<file path="src/rtl/memory_arbiter.sv">
// Arbitrates the shared main-memory port between the instruction and data caches.
// Define MEMORY_ARBITER_ROUND_ROBIN_EN for round-robin ties; default is data-cache priority.
module memory_arbiter (
    input  logic         CLK,
    input  logic         RESET,
    input  logic         I_READ,
    input  logic [27:0]  I_ADDRESS,
    output logic [127:0] I_READDATA,
    output logic         I_BUSYWAIT,
    input  logic         D_READ,
    input  logic         D_WRITE,
    input  logic [27:0]  D_ADDRESS,
    input  logic [127:0] D_WRITEDATA,
    output logic [127:0] D_READDATA,
    output logic         D_BUSYWAIT,
    output logic         MEM_READ,
    output logic         MEM_WRITE,
    output logic [27:0]  MEM_ADDRESS,
    output logic [127:0] MEM_WRITEDATA,
    input  logic [127:0] MEM_READDATA,
    input  logic         MEM_BUSYWAIT
);

`ifdef MEMORY_ARBITER_ROUND_ROBIN_EN
    localparam bit RR_EN = 1'b1;
`else
    localparam bit RR_EN = 1'b0;
`endif

    typedef enum logic [1:0] {
        IDLE    = 2'd0,
        SERVE_I = 2'd1,
        SERVE_D = 2'd2
    } state_t;

    state_t state_q, state_d;
    logic   seen_busy_q, seen_busy_d;
    logic   last_grant_q, last_grant_d;
    logic   d_wr_q, d_wr_d;

    logic req_i, req_d;
    logic serving, done, tie_to_d;

    assign req_i    = I_READ;
    assign req_d    = D_READ | D_WRITE;
    assign serving  = (state_q == SERVE_I) || (state_q == SERVE_D);
    assign done     = serving & seen_busy_q & ~MEM_BUSYWAIT;
    // Round robin hands a tie to whoever was not served last; fixed priority favours D.
    assign tie_to_d = RR_EN ? ~last_grant_q : 1'b1;

    always_ff @(posedge CLK or posedge RESET) begin
        if (RESET) begin
            state_q      <= IDLE;
            seen_busy_q  <= 1'b0;
            last_grant_q <= 1'b1;
            d_wr_q       <= 1'b0;
        end else begin
            state_q      <= state_d;
            seen_busy_q  <= seen_busy_d;
            last_grant_q <= last_grant_d;
            d_wr_q       <= d_wr_d;
        end
    end

    always_comb begin
        state_d      = state_q;
        seen_busy_d  = seen_busy_q;
        last_grant_d = last_grant_q;
        d_wr_d       = d_wr_q;
        unique case (state_q)
            IDLE: begin
                if (req_i && req_d) begin
                    state_d = tie_to_d ? SERVE_D : SERVE_I;
                end else if (req_d) begin
                    state_d = SERVE_D;
                end else if (req_i) begin
                    state_d = SERVE_I;
                end
                // The write/read choice is frozen at grant so a dropped request cannot change the command.
                if (req_i || req_d) begin
                    seen_busy_d = 1'b0;
                    d_wr_d      = D_WRITE;
                end
            end
            SERVE_I, SERVE_D: begin
                if (done) begin
                    state_d      = IDLE;
                    last_grant_d = (state_q == SERVE_D);
                    seen_busy_d  = 1'b0;
                end else if (MEM_BUSYWAIT) begin
                    seen_busy_d = 1'b1;
                end
            end
            default: begin
                state_d = IDLE;
            end
        endcase
    end

    always_comb begin
        MEM_READ      = 1'b0;
        MEM_WRITE     = 1'b0;
        MEM_ADDRESS   = '0;
        MEM_WRITEDATA = '0;
        case (state_q)
            SERVE_I: begin
                MEM_READ    = 1'b1;
                MEM_ADDRESS = I_ADDRESS;
            end
            SERVE_D: begin
                MEM_ADDRESS = D_ADDRESS;
                if (d_wr_q) begin
                    MEM_WRITE     = 1'b1;
                    MEM_WRITEDATA = D_WRITEDATA;
                end else begin
                    MEM_READ = 1'b1;
                end
            end
            default: begin
                MEM_READ = 1'b0;
            end
        endcase
    end

    assign I_BUSYWAIT = req_i & ~((state_q == SERVE_I) & done);
    assign D_BUSYWAIT = req_d & ~((state_q == SERVE_D) & done);
    assign I_READDATA = MEM_READDATA;
    assign D_READDATA = MEM_READDATA;

endmodule
</file>
<file path="config.mk">
export PLATFORM = sky130hd
export DESIGN_NAME = memory_arbiter
export DESIGN_NICKNAME = d
export VERILOG_FILES = /design/src/rtl/memory_arbiter.sv
export SDC_FILE = /design/constraint.sdc
export NUM_CORES = 1
export LEC_CHECK = 0
export ABC_AREA = 0
export ABC_CLOCK_PERIOD_IN_PS = 1700
export BUFFER_PORTS_ARGS = -buffer_cell sky130_fd_sc_hd__clkbuf_2
export CAP_MARGIN = 20
export CORE_AREA = 2 2 290 292
export CTS_CLUSTER_DIAMETER = 100
export DETAILED_ROUTE_END_ITERATION = 6
export DIE_AREA = 0 0 292 294
export PLACE_DENSITY = 0.33
export SLEW_MARGIN = 20
export SYNTH_ARGS = -nofsm -noshare
export SYNTH_HDL_FRONTEND = slang
export SYNTH_SLANG_ARGS = --single-unit
export TNS_END_PERCENT = 50
</file>
<file path="constraint.sdc">
create_clock -name CLK -period 1.7 [get_ports CLK]
set_input_delay 0.17 -clock CLK [delete_from_list [all_inputs] [get_ports CLK]]
set_output_delay 0.17 -clock CLK [all_outputs]
set_load 0.02 [all_outputs]
</file>
=== After elaboration in Yosys (flattened, before gate mapping) ===
Cells that the tools add are included.
W data, S select, Z words.

* Bitwise gates (word level): 10
* Reduce and logical (&&, ||, !) cells: 9
* Muxes and demuxes: 16
* Eq/ne operators: 6

{| class="wikitable"
|+ Operator list
! operator !! number
|-
| $mux W128 || 2
|-
| $pmux W28 S2 || 1
|-
| $mux W2 || 4
|-
| $and A1 B1 Y1 || 6
|-
| $mux W1 || 6
|-
| $ne A2 B2 Y1 const B || 2
|-
| $ne A4 B4 Y1 const B || 1
|-
| $pmux W1 S2 || 2
|-
| $pmux W2 S2 || 1
|-
| $reduce_and A2 Y1 || 2
|-
| $ne A3 B3 Y1 const B || 1
|-
| $not A1 Y1 || 3
|-
| $reduce_and A3 Y1 || 1
|-
| $eq A2 B1 Y1 const B || 1
|-
| $eq A2 B2 Y1 const B || 1
|-
| $logic_not A2 Y1 || 1
|-
| $logic_or A1 B1 Y1 || 2
|-
| $reduce_bool A2 Y1 || 1
|-
| $reduce_or A2 Y1 || 1
|-
| $logic_and A1 B1 Y1 || 1
|-
| $or A1 B1 Y1 || 1
|}

* Output and inout bits: 416
* Flip-flop bits (word level): 4

=== Depth between registers and ports, before layout ===
Gate-level depths: netlist (run 1).

* Word-level depth: 7
* Depth in mapped cells: 6

=== Worst setup path before layout (run 1) ===
OpenSTA, ideal clock, no wires.

* Path kind: reg-to-output
* Start point: reg state_q[0]
* End point: out D_BUSYWAIT
* Cell stages (with the launch flop): 7
* Path buffers: 1
* Data required time: 1.530 ns
* Arrival: 1.393 ns
* Slack: 0.137 ns
* Cell sequence: dfrtp_1 -> inv_1 -> ha_1 -> inv_2 -> buf_6 -> nor2_2 -> a21oi_1

* Longest elaborated chain between the ends: 7
* Elaborated cells between the ends (all ways): 8
* Classes of those cells: eq/ne (2); bitwise (5); reduce/logical (1)

{| class="wikitable"
|+ Ends and longest elaborated chain
! element !! RTL line !! RTL
|-
| from (decl) || 36 || <nowiki>state_t state_q, state_d;</nowiki>
|-
| from (signal assigned) || 58 || <nowiki>state_q <= state_d;</nowiki>
|-
| $eq A2 B1 Y1 or $eq A2 B2 Y1 (tied branches) || 46, 126 ||
|-
| $logic_or A1 B1 Y1 || 46 || <nowiki>assign serving = (state_q == SERVE_I) || (state_q == SERVE_D);</nowiki>
|-
| $and A1 B1 Y1 (2 in series) || 47 || <nowiki>assign done = serving & seen_busy_q & ~MEM_BUSYWAIT;</nowiki>
|-
| $and A1 B1 Y1 (*) || 126 || <nowiki>assign D_BUSYWAIT = req_d & ~((state_q == SERVE_D) & done);</nowiki>
|-
| $not A1 Y1 (*) || 126 ||
|-
| $and A1 B1 Y1 (*) || 126 ||
|-
| to (decl) || 15 || <nowiki>output logic D_BUSYWAIT,</nowiki>
|}

Every way passes the cells marked *; elsewhere a longest branch is shown, timed or not.

=== Final worst setup path (run 1) ===
* Start point: reg state_q[0]
* End point: out MEM_WRITEDATA[9]

* Longest elaborated chain between the ends: 2

{| class="wikitable"
|+ Ends and longest elaborated chain
! element !! RTL line !! RTL
|-
| $eq A2 B2 Y1 || 105 || <nowiki>case (state_q)</nowiki>
|-
| $mux W128 || 105 ||
|-
| to (decl) || 19 || <nowiki>output logic [127:0] MEM_WRITEDATA,</nowiki>
|}

Every way passes these cells.

==> results of run 1 <==
## kinds of logic after synthesis
kind of cell,Yosys count,share of synthesized area
buffers and inverters,299,0.610
AND/OR/NAND/NOR,164,0.266
AO/OA/AOI/OAI,42,0.0820
adder cells (fa/ha/maj),4,0.0138
flip-flops,4,0.0277
## area by class of cell
cell class | count | share of cell area
Antenna cell | 3 | 0.00126
Multi-Input combinational cell | 210 | 0.260
Tap cell | 1080 | 0.227
Sequential cell | 4 | 0.0176
Clock buffer | 4 | 0.0132
Timing Repair Buffer | 376 | 0.477
Inverter | 6 | 0.00420
## cell usage after synthesis
master / n / share of area
inv_2: 2 / 0.0021
ha_1: 4 / 0.014
and3_1: 128 / 0.22
buf_4: 257 / 0.53
inv_1: 4 / 0.0042
buf_6: 13 / 0.040
clkbuf_1: 5 / 0.0052
a22oi_1: 28 / 0.058
nand2_1: 1 / 0.0010
dfrtp_1: 4 / 0.028
nor4b_2: 1 / 0.0042
o21a_1: 1 / 0.0021
nand2b_4: 1 / 0.0038
a21o_1: 1 / 0.0021
a22o_1: 3 / 0.0073
nor2_2: 1 / 0.0017
buf_2: 18 / 0.025
a21oi_1: 5 / 0.0069
nor2_1: 31 / 0.032
and2_1: 1 / 0.0017
o21ai_0: 4 / 0.0055
## critical path: stages (launching register included)
cell,delay (ns)
dfrtp_1,0.38
inv_2,0.08
ha_4,0.16
buf_12,0.16
buf_12,0.18
and3_1,0.17
clkbuf_2,0.20
## how the worst max path moves through the flow
stage | startpoint | endpoint | slack [ns] | cells past startpoint
5_1_grt | state_q[1] | MEM_ADDRESS[6] | -0.13 | 6
3_3_place_gp | state_q[0] | MEM_ADDRESS[18] | -0.005 | 6
3_5_place_dp | state_q[0] | MEM_ADDRESS[18] | 0.01 | 6
6_report | state_q[0] | MEM_WRITEDATA[9] | -0.06 | 6
4_1_cts | state_q[1] | MEM_ADDRESS[15] | -0.12 | 7
2_1_floorplan | state_q[0] | D_BUSYWAIT | 0.14 | 6
## layout by cell type (no fill, tap or decap), drive strengths merged
cell type,instances
nor4b,1
nor2,32
a22oi,28
ha,4
inv,6
and2,1
diode,3
dfrtp,4
nand2,1
dlygate4sd3,1
nand2b,1
buf,101
a21oi,5
a21o,1
a22o,3
clkbuf,278
and3,128
o21a,1
o21ai,4
## metal layers
| layer | global-route usage | vias up | part of all wire |
|---|---|---|---|
| met1 | 0.0332 | 1634 | 0.27 |
| met5 | 0 | - | 0.0023 |
| met4 | 0.0488 | 8 | 0.12 |
| li1 | - | 1627 | - |
| met3 | 0.0261 | 131 | 0.14 |
| met2 | 0.0735 | 449 | 0.47 |
## power breakdown
part	switching (uW)	internal [uW]
Sequential	74.7	151
Combinational	3870	3250
Clock	82.0	311
## state kept, by name, summed over array words and instances, names as in the netlist
| register | count |
|---|---|
| d_wr_q | 1 |
| seen_busy_q | 1 |
| state_q | 2 |
## timing repair
item,4_1_cts,5_1_grt
endpoints found under the hold margin,4,0
hold buffers,1,0
buffers inserted,5,0
pin swaps,0,4
setup endpoints to repair,158,159
cloned,3,6
resized for setup,144,152
## stage by stage
step                setup slack [ns]  std cells  total power (uW)  hold WS (ns)  instance area [sq um]
floorplan                      0.137        513              4440       -0.0639                   3620
global placement            -0.00465       1662              5480        0.0876                   4720
CTS                           -0.120       1675              6990         0.215                   5540
finish                       -0.0626       1683              7730         0.214                   5960
detailed placement            0.0112       1662              5360        0.0862                   4720
global route                  -0.128       1681              8220         0.246                   5960
==> run metrics, run 1 <==
Clk pin slew, worst setup/hold paths=0.04 ns; multi-input logic area=0.00155 sq mm; Avg Inst Size Synth=7.05 sq um; Filler Cells Inserted=9685; crit-path max FO=30; Max Fclk=567 MHz; Max IR drop VDD=1.10 mV; Synthesized Nets=835; Die W=292 um; Detailed Route WL=22300 um; Yosys cell types=21; failing checks=negative setup slack; Arr. time, crit path=1.59 ns; setup violators final=69; YS warnings=0; TritonCTS Buffers=3; R2R Path Start=state_q[0]; Nets=923; largest net degree at the start of global routing=64; Starting Density=0.0436; Layout area overhead=64.9%; H-tree Lvls=1; Hold Path End=seen_busy_q; Worst Setup Start Kind=register; post-layout util=0.0719; Tmin final=1.76 ns; routed vias/inst=2.29; drt first pass iters=4; Worst Tran Pin Value=0.314 ns; status=complete, but fails checks; number of global-route vias before repair=3680; Avg WL per Cell=13.2 um; post-DP HPWL=17100 um; P_leak=0.00290 uW; top-level I/O count=734; number of core rows=106; Syn Inst Count=513; worst reg2reg setup slack=0.28 ns; CTS tree=yes; core area=0.0829 sq mm; initial DRC count=83; hold depth=3; DRC=0; Synth Register Bits=4; PnR worst setup slack=-0.0626 ns; initial antenna violation count=8; Reg-to-Reg End=state_q[1]; GRT Total Usage=0.0439; first-pass GRT wire length=26200 um; Port Buffers=349; R2R cell count=6; max cap viols=0; clock sinks=4; worst path required time=1.53 ns; Cell Area, Synth=0.00362 sq mm; post-synthesis sequential area ratio=0.0277; CP Capture Type=output pin; total gr overflow=0; Final ANT Viol Nets=0; HP Class=in -> reg; clock latency on the worst-skew pair=0.23 ns; layout cells sized above 1=0.722; setup TNS=-1.92 ns; CTS root buf=clkbuf_16; GPL Wtd Cong=0.730; fin crit share=1.04; critical path type=reg -> out; die area=0.0858 sq mm; pwr dens=1300 mW/mm^2; DR vias=3849; Clock Path Buffers=2; Die Y=294 um; sequential standard cell area=105 sq um; hold path startpoint=MEM_BUSYWAIT; Fin. Hold Viols=0; RSZ-0062 raised after global routing=yes; Slew headroom=0.791; pins over their slew limit=0; Clock Skew=0.00411 ns
No activity file was read; power rests on OpenSTA's default activity.
==> run 2: changes to the inputs <==
CAP_MARGIN = 25   (was 20)
PLACE_DENSITY = 0.3   (was 0.33)
==> run 2 against run 1 <==
  * The run still ends with negative setup slack left
  * Count of clock-buffer cells in the layout did not move
  * Routed wire length hardly changed
  * Clock power shrank 2%
  * Critical path depth did not move
  * First-iteration DRC count increased by 54%
  * Sequential power down 12%
  * Total power up 3.2%
==> run metrics, run 2 (synthesis results as in run 1) <==
Avg WL per Cell=13.2 um (+0.13%); RSZ-0062 raised after global routing=yes; Arr. time, crit path=1.61 ns (+0.02 ns); Clock Skew=0.00333 ns (-0.000779 ns); largest registers=state_q: 2 flops, d_wr_q: 1 flops, seen_busy_q: 1 flops; initial antenna violation count=10 (+2); sequential standard cell area=105 sq um (unchanged); setup violators final=148 (+110%); initial DRC count=128 (+54%); GRT Total Usage=0.0458 (+0.00195); most frequent cells in the layout=204 x clkbuf_2, 111 x and3_1, 88 x clkbuf_8, 29 x nor2_1, 26 x a22oi_1; post-DP HPWL=16000 um (-6.6%); Port Buffers=349 (unchanged); max reg flops=2 (unchanged); fin crit share=1.05 (+0.0124); Detailed Route WL=22300 um (about the same); first-pass GRT wire length=27900 um (+6.3%); DR vias=3830 (-0.49%); Finished Cell Area=0.00619 sq mm (+3.7%); clock network power share=0.048 (-0.003); Fin. Hold Viols=0 (unchanged); worst path required time=1.53 ns (about the same); DRC=0 (unchanged); CTS tree=yes; CTS root buf=clkbuf_16; critical path type=reg -> out; Slew headroom=0.642 (-0.149); drt first pass iters=4 (unchanged); multi-input logic area=0.00143 sq mm (-7.8%); status=complete, but fails checks; Final ANT Viol Nets=0 (unchanged); max cap viols=0 (unchanged); top-level I/O count=734 (unchanged); CP Capture Type=output pin; Layout area overhead=71.1%; Clk pin slew, worst setup/hold paths=0.03 ns (about the same); setup TNS=-5.44 ns (-3.52 ns); failing checks=negative setup slack; clock latency on the worst-skew pair=0.23 ns (about the same); PnR worst setup slack=-0.0836 ns (-0.0211 ns); Clock Path Buffers=2 (unchanged); clock sinks=4 (unchanged); P_leak=0.00299 uW (+3.0%); P_int=3860 uW (+4.0%); switching pwr=4120 uW (+2.3%); die area=0.0858 sq mm (unchanged); Max Fclk=561 MHz (-1.2%); routed vias/inst=2.28 (-0.38%); crit-path max FO=13 (-57%); Area after DPL=0.00470 sq mm (-0.42%); number of core rows=106 (unchanged); HP Class=in -> reg; number of global-route vias before repair=3859 (+4.9%); Tmin final=1.78 ns (+0.0211 ns); Worst Tran Pin Value=0.537 ns (+0.224 ns); Filler Cells Inserted=9673 (-0.12%); final hold slack=0.201 ns (-0.0131 ns); pins over their slew limit=0 (unchanged); layout cells sized above 1=0.681 (-0.0410); core area=0.0829 sq mm (unchanged); Nets=918 (-0.54%); combinational power share=0.927 (+0.007); commonest non-fill, non-tap cell in the layout=clkbuf_2; H-tree Lvls=1 (unchanged); Die W=292 um (unchanged); GPL Wtd Cong=0.820 (+12%); Die Y=294 um (unchanged); total gr overflow=0 (unchanged); largest net degree at the start of global routing=81 (+27%); Max IR drop VDD=0.531 mV (-52%); switch share=0.516 (-0.00414); Reg power frac=0.025 (-0.004); Worst Setup Start Kind=register; TritonCTS Buffers=3 (unchanged); Top reg by flops=state_q; pwr dens=1290 mW/mm^2 (-0.56%); Starting Density=0.0436 (unchanged)
## run 2: cell type report
type,count,share of cell area
repair buffers,371,0.514
flip-flops and latches,4,0.0170
multi-input cells,210,0.231
well taps,1080,0.218
inverters,6,0.00405
clock buffers,4,0.0127
diodes,6,0.00243
## run 2: worst paths after layout
kind                                   start                end  slack (ns)  cells past startpoint
worst max-delay path              state_q[0]  MEM_WRITEDATA[58]       -0.08                      6
worst min-delay path            MEM_BUSYWAIT        seen_busy_q        0.20                      3
worst max register to register    state_q[1]         state_q[1]        0.24                      5
worst min register to register   seen_busy_q        seen_busy_q        0.56                      2
max in group asynchronous              RESET             d_wr_q        1.11                      3
min in group asynchronous              RESET        seen_busy_q        0.39                      3
## run 2: per-layer routing
metal  vias up  share of wire  track usage
li1       1626              -            -
met1      1658           0.30       0.0375
met2       417           0.49       0.0836
met3       123           0.12       0.0196
met4         6          0.092       0.0406
met5         -         0.0018            0
## run 2: power by group through the flow
stage | clock network [uW] | logic, uW | registers (uW)
4_1_cts | 391 | 7090 | 200
3_5_place_dp | 0 | 5020 | 197
6_report | 386 | 7390 | 199
2_1_floorplan | 0 | 4270 | 178
3_3_place_gp | 0 | 5020 | 196
5_1_grt | 402 | 7820 | 205
## run 2: worst max-delay path: stages (launching register included)
cell and delay, ns:
dfrtp_1 0.38, inv_2 0.10, ha_4 0.20, buf_12 0.17, buf_16 0.18, and3_1 0.18
clkbuf_8 0.15
## run 2: repair_timing
item | in CTS | in global routing
hold buffers | 1 | 0
endpoints found under the setup margin | 136 | 159
cloned | 7 | 1
gates resized for setup | 244 | 71
endpoints found under the hold margin | 4 | 0
setup buffers | 2 | 1
pin swaps | 1 | 5
## run 2: through the flow
| step | utilization | total power (uW) | setup WS (ns) | instances |
|---|---|---|---|---|
| 3_3_place_gp | 0.0567 | 5210 | 0.0136 | 1659 |
| 3_5_place_dp | 0.0567 | 5210 | 0.0193 | 1659 |
| 2_1_floorplan | - | 4440 | 0.137 | 513 |
| 5_1_grt | 0.0746 | 8420 | -0.154 | 1679 |
| 6_report | 0.0746 | 7980 | -0.0836 | 1681 |
| 4_1_cts | 0.0725 | 7680 | -0.107 | 1673 |
